`src/rtl/v_instr_issue_queue_if.sv`:
```
// Decoder-side and dispatcher-side handshake bundle for the vector instruction issue queue.
interface v_instr_issue_queue_if #(
  parameter int INSTR_W = 128
);
  logic               in_valid;
  logic               in_ready;
  logic [INSTR_W-1:0] in_instr;
  logic               req;
  logic [INSTR_W-1:0] out_instr;
  logic               ack;

  modport master (
    output in_valid, in_instr, ack,
    input  in_ready, req, out_instr
  );

  modport slave (
    input  in_valid, in_instr, ack,
    output in_ready, req, out_instr
  );
endinterface

```
`src/rtl/v_instr_issue_queue.sv`:
```
// Circular issue queue between vector decoder and dispatcher: one-cycle req pulse per head entry,
// bounded ack window, retry on expiry with a saturating retry counter.
module v_instr_issue_queue #(
  parameter int DEPTH    = 4,
  parameter int INSTR_W  = 128,
  parameter int ACK_WAIT = 2
) (
  input  logic                     clk,
  input  logic                     rst,
  v_instr_issue_queue_if.slave     bus,
  input  logic                     flush,
  output logic [$clog2(DEPTH):0]   count,
  output logic [7:0]               retry_cnt
);
  localparam int PW = $clog2(DEPTH);
  localparam int CW = PW + 1;
  localparam int WW = (ACK_WAIT > 1) ? $clog2(ACK_WAIT) : 1;

  typedef enum logic [1:0] {IDLE, REQ, WAIT} state_e;

  state_e             state_q, state_d;
  logic [PW-1:0]      rd_ptr_q, rd_ptr_d, wr_ptr_q, wr_ptr_d;
  logic [CW-1:0]      count_q, count_d;
  logic [WW-1:0]      wait_q, wait_d;
  logic [7:0]         retry_q, retry_d;
  logic [INSTR_W-1:0] out_instr_q, out_instr_d;
  logic [INSTR_W-1:0] mem_q [DEPTH];
  logic [INSTR_W-1:0] mem_d [DEPTH];

  logic full, push, pop, expire;

  always_ff @(posedge clk or posedge rst) begin
    if (rst) begin
      state_q     <= IDLE;
      rd_ptr_q    <= '0;
      wr_ptr_q    <= '0;
      count_q     <= '0;
      wait_q      <= '0;
      retry_q     <= '0;
      out_instr_q <= '0;
      for (int i = 0; i < DEPTH; i++) mem_q[i] <= '0;
    end else begin
      state_q     <= state_d;
      rd_ptr_q    <= rd_ptr_d;
      wr_ptr_q    <= wr_ptr_d;
      count_q     <= count_d;
      wait_q      <= wait_d;
      retry_q     <= retry_d;
      out_instr_q <= out_instr_d;
      for (int i = 0; i < DEPTH; i++) mem_q[i] <= mem_d[i];
    end
  end

  // Flush overrides everything; a push while full is refused even if a pop lands the same cycle.
  always_comb begin
    full   = (count_q == CW'(DEPTH));
    push   = bus.in_valid & ~full & ~flush;
    pop    = (state_q == WAIT) & bus.ack & ~flush;
    expire = (state_q == WAIT) & ~bus.ack & ~flush & (wait_q == WW'(ACK_WAIT - 1));

    mem_d = mem_q;
    if (push) mem_d[wr_ptr_q] = bus.in_instr;

    rd_ptr_d = flush ? '0 : (pop  ? rd_ptr_q + PW'(1) : rd_ptr_q);
    wr_ptr_d = flush ? '0 : (push ? wr_ptr_q + PW'(1) : wr_ptr_q);

    count_d = count_q;
    if (flush)              count_d = '0;
    else if (push && !pop)  count_d = count_q + CW'(1);
    else if (pop && !push)  count_d = count_q - CW'(1);

    // mem_d already holds a same-cycle push, so a pop of the last entry picks it up directly.
    out_instr_d = out_instr_q;
    if (flush)                        out_instr_d = mem_q[0];
    else if (pop)                     out_instr_d = mem_d[rd_ptr_q + PW'(1)];
    else if (push && count_q == '0)   out_instr_d = bus.in_instr;

    retry_d = (expire && retry_q != 8'hFF) ? retry_q + 8'd1 : retry_q;
  end

  always_comb begin
    state_d = state_q;
    wait_d  = wait_q;
    if (flush) begin
      state_d = IDLE;
      wait_d  = '0;
    end else begin
      unique case (state_q)
        IDLE: if (count_d != '0) state_d = REQ;
        REQ: begin
          state_d = WAIT;
          wait_d  = '0;
        end
        WAIT: begin
          if (pop)         state_d = (count_d != '0) ? REQ : IDLE;
          else if (expire) state_d = REQ;
          else             wait_d  = wait_q + WW'(1);
        end
        default: state_d = IDLE;
      endcase
    end
  end

  always_comb begin
    bus.req       = (state_q == REQ);
    bus.in_ready  = ~full;
    bus.out_instr = out_instr_q;
    count         = count_q;
    retry_cnt     = retry_q;
  end
endmodule
```
`src/flat_wrapper.sv`:
```
// flat-port wrapper written by rule: the top's interface ports become plain ports
module v_instr_issue_queue_flat 
#(
  parameter int DEPTH    = 4,
  parameter int INSTR_W  = 128,
  parameter int ACK_WAIT = 2
)
  (clk, rst, flush, count, retry_cnt, bus_in_valid, bus_in_instr, bus_ack, bus_in_ready, bus_req, bus_out_instr);
  v_instr_issue_queue_if #(.INSTR_W(INSTR_W)) bus_i ();
  input  logic clk;
  input  logic rst;
  input  logic flush;
  output logic [$clog2(DEPTH):0] count;
  output logic [7:0] retry_cnt;
  input wire logic [$bits(bus_i.in_valid)-1:0] bus_in_valid;
  input wire logic [$bits(bus_i.in_instr)-1:0] bus_in_instr;
  input wire logic [$bits(bus_i.ack)-1:0] bus_ack;
  output wire logic [$bits(bus_i.in_ready)-1:0] bus_in_ready;
  output wire logic [$bits(bus_i.req)-1:0] bus_req;
  output wire logic [$bits(bus_i.out_instr)-1:0] bus_out_instr;
  assign bus_i.in_valid = bus_in_valid;
  assign bus_i.in_instr = bus_in_instr;
  assign bus_i.ack = bus_ack;
  assign bus_in_ready = bus_i.in_ready;
  assign bus_req = bus_i.req;
  assign bus_out_instr = bus_i.out_instr;
  v_instr_issue_queue #(.DEPTH(DEPTH), .INSTR_W(INSTR_W), .ACK_WAIT(ACK_WAIT)) u_core (.clk(clk), .rst(rst), .bus(bus_i), .flush(flush), .count(count), .retry_cnt(retry_cnt));
endmodule
```
`config.mk`:
```
export PLATFORM = sky130hd
export DESIGN_NAME = v_instr_issue_queue_flat
export DESIGN_NICKNAME = d
export VERILOG_FILES = /design/src/rtl/v_instr_issue_queue_if.sv /design/src/rtl/v_instr_issue_queue.sv /design/src/flat_wrapper.sv
export SDC_FILE = /design/constraint.sdc
export NUM_CORES = 2
export LEC_CHECK = 0
export CAP_MARGIN = 10
export CORE_MARGIN = 2
export CORE_UTILIZATION = 25
export CTS_BUF_LIST = sky130_fd_sc_hd__clkbuf_8
export DETAILED_ROUTE_END_ITERATION = 8
export GPL_TIMING_DRIVEN = 0
export PLACE_DENSITY = 0.51
export SETUP_SLACK_MARGIN = 0.3
export SLEW_MARGIN = 15
export SYNTH_ARGS = -nofsm -noshare
export SYNTH_HDL_FRONTEND = slang
export SYNTH_SLANG_ARGS = --single-unit
```
`constraint.sdc`:
```
create_clock -name clk -period 33.6 [get_ports clk]
set_clock_uncertainty 0.15 [all_clocks]
set_input_delay 10.08 -clock clk [delete_from_list [all_inputs] [get_ports clk]]
set_output_delay 10.08 -clock clk [all_outputs]
set_load 0.01 [all_outputs]
```
==> results_dict.tcl <==
set metrics [dict create \
    wire_per_inst_um 21.7 \
    ys_top_cells_by_count "1,015 x nand2_1, 658 x dfrtp_1, 390 x mux2_2" \
    dp_hpwl_um 92900 \
    rr_endpoint "u_core.mem_q[96]" \
    root_buffer "clkbuf_8" \
    drv_slew 0 \
    overflow 0 \
    ys_ff_latch 658 \
    required_ns 34.18 \
    worstMarginPinSlew_ns 1.07 \
    cts_tree "built" \
    num_vias 30310 \
    area.growth.synth_to_final_pct 21.4 \
    min_period_ns 12.89 \
    ys_types 53 \
    final_core_util_pct 30.5 \
    synth_area_mm2 0.0370 \
    die_w_um 389 \
    ys_warn_count 0 \
    cts_setup_buffers 0 \
    setup_viol 0 \
    drt_pass1_iterations 8 \
    p_comb_share_pct 28.0 \
    crit_chain "clkdlybuf4s50_1 > buf_4 > inv_2 > buf_2 > buf_6 > buf_2 > buf_2 > clkbuf_1 > nand2_1 > o21ai_1" \
    max_stage_delay_ns 0.60 \
    track_usage_pct 17.2 \
    synth.mux.area_fraction_pct 18.7 \
    route.detailed.drc 0 \
    htree_levels 3 \
    ios 274 \
    place_congestion 0.788 \
    clk_latency_ns 0.83 \
    intPower_w 0.00179 \
    cp_slowest_cell "buf_2" \
    synthSimpleGateAreaFrac_pct 13.2 \
    first_global_vias 30535 \
    numCtsBuffers 121 \
    ant_nets 0 \
    vias_per_cell 4.98 \
    status "completed" \
    switchingPower_w 0.000863 \
    clk_pin_slew_ns 0.06 \
    hold_viol_final 0 \
    core_area_mm2 0.147 \
    rsz0062_at_grt "no" \
    final_area_mm2 0.0449 \
    synth_compound_area_share_pct 18.6 \
    fmax_ghz 0.0776 \
    final_cell_count_no_fill 6090 \
    path_max_fanout 10 \
    post_cts_resized 0 \
    yosysTopAreaCell "dfrtp_1" \
    slew_headroom_pct 28.3 \
    synth_top_area_share_pct 44.5 \
    fin_setup_tns_ns 0 \
    total_power_w 0.00265 \
    start_util_pct 25.1 \
    drt_wl_total_um 132000 \
    drt-initial-drc-count 1927 \
    powerDensity_mw_per_mm2 59.1 \
    synth_ff_type "dfrtp_1" \
    syn_area_per_cell_um2 10.1 \
    synth_edf_count 0 \
    ctsHoldBuffers 0 \
    synth_nets 3795 \
    grt_max_degree 104 \
    synth_most_common_cell "nand2_1" \
    startpoint_type "input port" \
    antenna_found_initial 18 \
    r2r_setup_slack_ns 29.74 \
    leakagePower_nw 19.4 \
    n_fill_cell 15317 \
    min_to "u_core.mem_q[132]" \
    rows 141 \
    period_share_pct 38.4 \
    cp_common_cell "buf_2" \
    swShare_pct 32.5 \
    min_from "u_core.mem_q[132]" \
    cp_top_family "buffers and inverters" \
    peakVddDrop_mv 0.0283 \
    grt_pass1_wl_um 199000 \
    cts_buffer_depth 3 \
    cap_violations 0 \
    worstPathArrival_ns 13.47 \
    drive_gt1_share_pct 19.8 \
    seq_area_frac_synth_pct 44.5 \
    syn_inst 3654 \
    path_buf_inv 8 \
    pwr-share-clk_pct 29.8 \
    cts_sinks 658 \
    yosys-top-cells-area "dfrtp_1 45%, mux2_2 12%, nand2_1 10%, mux2i_1 6.8%, a2111o_1 3.8%" \
    finish.net_count 4202 \
    dp_cells 5867 \
    placed_cell_area_mm2 0.0424 \
    r2r_start "u_core.wr_ptr_q[0]" \
    die_area_mm2 0.151 \
    synth-xor-area-share_pct 0.261 \
    synthAdderAreaFrac_pct 0.271 \
    async_flop_share_pct 100 \
    reg2reg_depth 7 \
    io_buffers 273 \
    synth_top_family_by_area "multiplexers" \
    die_y_um 389 \
    hold_path_class "reg -> reg" \
    seq_power_share_pct 42.2 \
    end_kind "flip-flop" \
    worstSetupPathType "in -> reg" \
    hold_depth 2 \
]
==> metrics by stage <==
| step | hold slack (ns) | setup slack (ns) |
|---|---|---|
| final | 0.324 | 20.71 |
| after global routing | 0.336 | 20.64 |
| after CTS | 0.327 | 20.72 |
| after detailed placement | 0.312 | 19.88 |
| after global placement | 0.310 | -4.79 |
| after floorplan | 0.295 | 4.93 |
==> tightest hold or removal path: cells and delay by family, from the launching register on <==
family | cells | cell delay, ns
flops | 1 | 0.34
simple gates | 2 | 0.10
==> worst max path at each step <==
| stage | start | end | slack, ns | cells after the start |
|---|---|---|---|---|
| 2_1_floorplan | rst | u_core.bus.out_instr[0] | 4.93 | 1 |
| 3_5_place_dp | flush | u_core.bus.out_instr[32] | 19.88 | 10 |
| 6_report | flush | u_core.bus.out_instr[9] | 20.71 | 10 |
| 4_1_cts | u_core.count[0] | bus_in_ready | 20.72 | 4 |
| 5_1_grt | flush | u_core.bus.out_instr[9] | 20.64 | 10 |
| 3_3_place_gp | rst | u_core.bus.out_instr[97] | -4.79 | 2 |
==> cell type report <==
| type | count | area [um^2] | share of cell area (%) |
|---|---|---|---|
| multi-input cells | 2634 | 18900 | 42.1 |
| flip-flops and latches | 658 | 16500 | 36.7 |
| repair buffers | 284 | 3020 | 6.72 |
| well taps | 1930 | 2410 | 5.38 |
| clock buffers | 154 | 2120 | 4.72 |
| plain buffers | 350 | 1590 | 3.53 |
| clock inverters | 61 | 312 | 0.694 |
| inverters | 12 | 52.6 | 0.117 |
| diodes | 7 | 17.5 | 0.0390 |
==> power groups by stage <==
stage	Combinational, W	Sequential [W]	Clock (W)
floorplan	0.000466	0.00112	0
global placement	0.000733	0.00113	0
detailed placement	0.000746	0.00113	0
CTS	0.000750	0.00112	0.000818
global route	0.000813	0.00114	0.000850
finish	0.000744	0.00112	0.000790
==> flip-flops by register name, summed over array words and instances (netlist names) <==
signal and count:
u_core.wait_q 1, u_core.bus.out_instr 128, u_core.retry_cnt 8, u_core.count 3
u_core.wr_ptr_q 2, u_core.state_q 2, u_core.rd_ptr_q 2, u_core.mem_q 512
==> per-layer routing <==
metal  global-route usage, %  wire length (um)  vias up
li1                        -                 -    14145
met1                    23.1             60300    15217
met2                    27.2             61100      738
met3                    3.40              7010      202
met4                    6.59              3770        8
met5                       0                45        -
==> layout by cell type (no fill, tap or decap), drive strengths merged, types with 9 or more instances in the layout <==
cell / count
a2111o: 124
nand2: 1015
clkinv: 12
inv: 57
dfrtp: 658
o311a: 125
mux2i: 251
clkbuf: 347
a31oi: 127
a211oi: 126
o21ai: 131
a311oi: 124
buf: 168
a21oi: 9
clkdlybuf4s50: 273
nor2: 13
and2: 126
mux2: 390
==> cell families after synthesis <==
group,count (synthesis)
buf+inv,362
simple gates,1189
fa+ha+maj,8
xor+xnor,11
mux,641
flops,658
compound gates,785
Note: power is estimated with default switching activity, not from simulation.
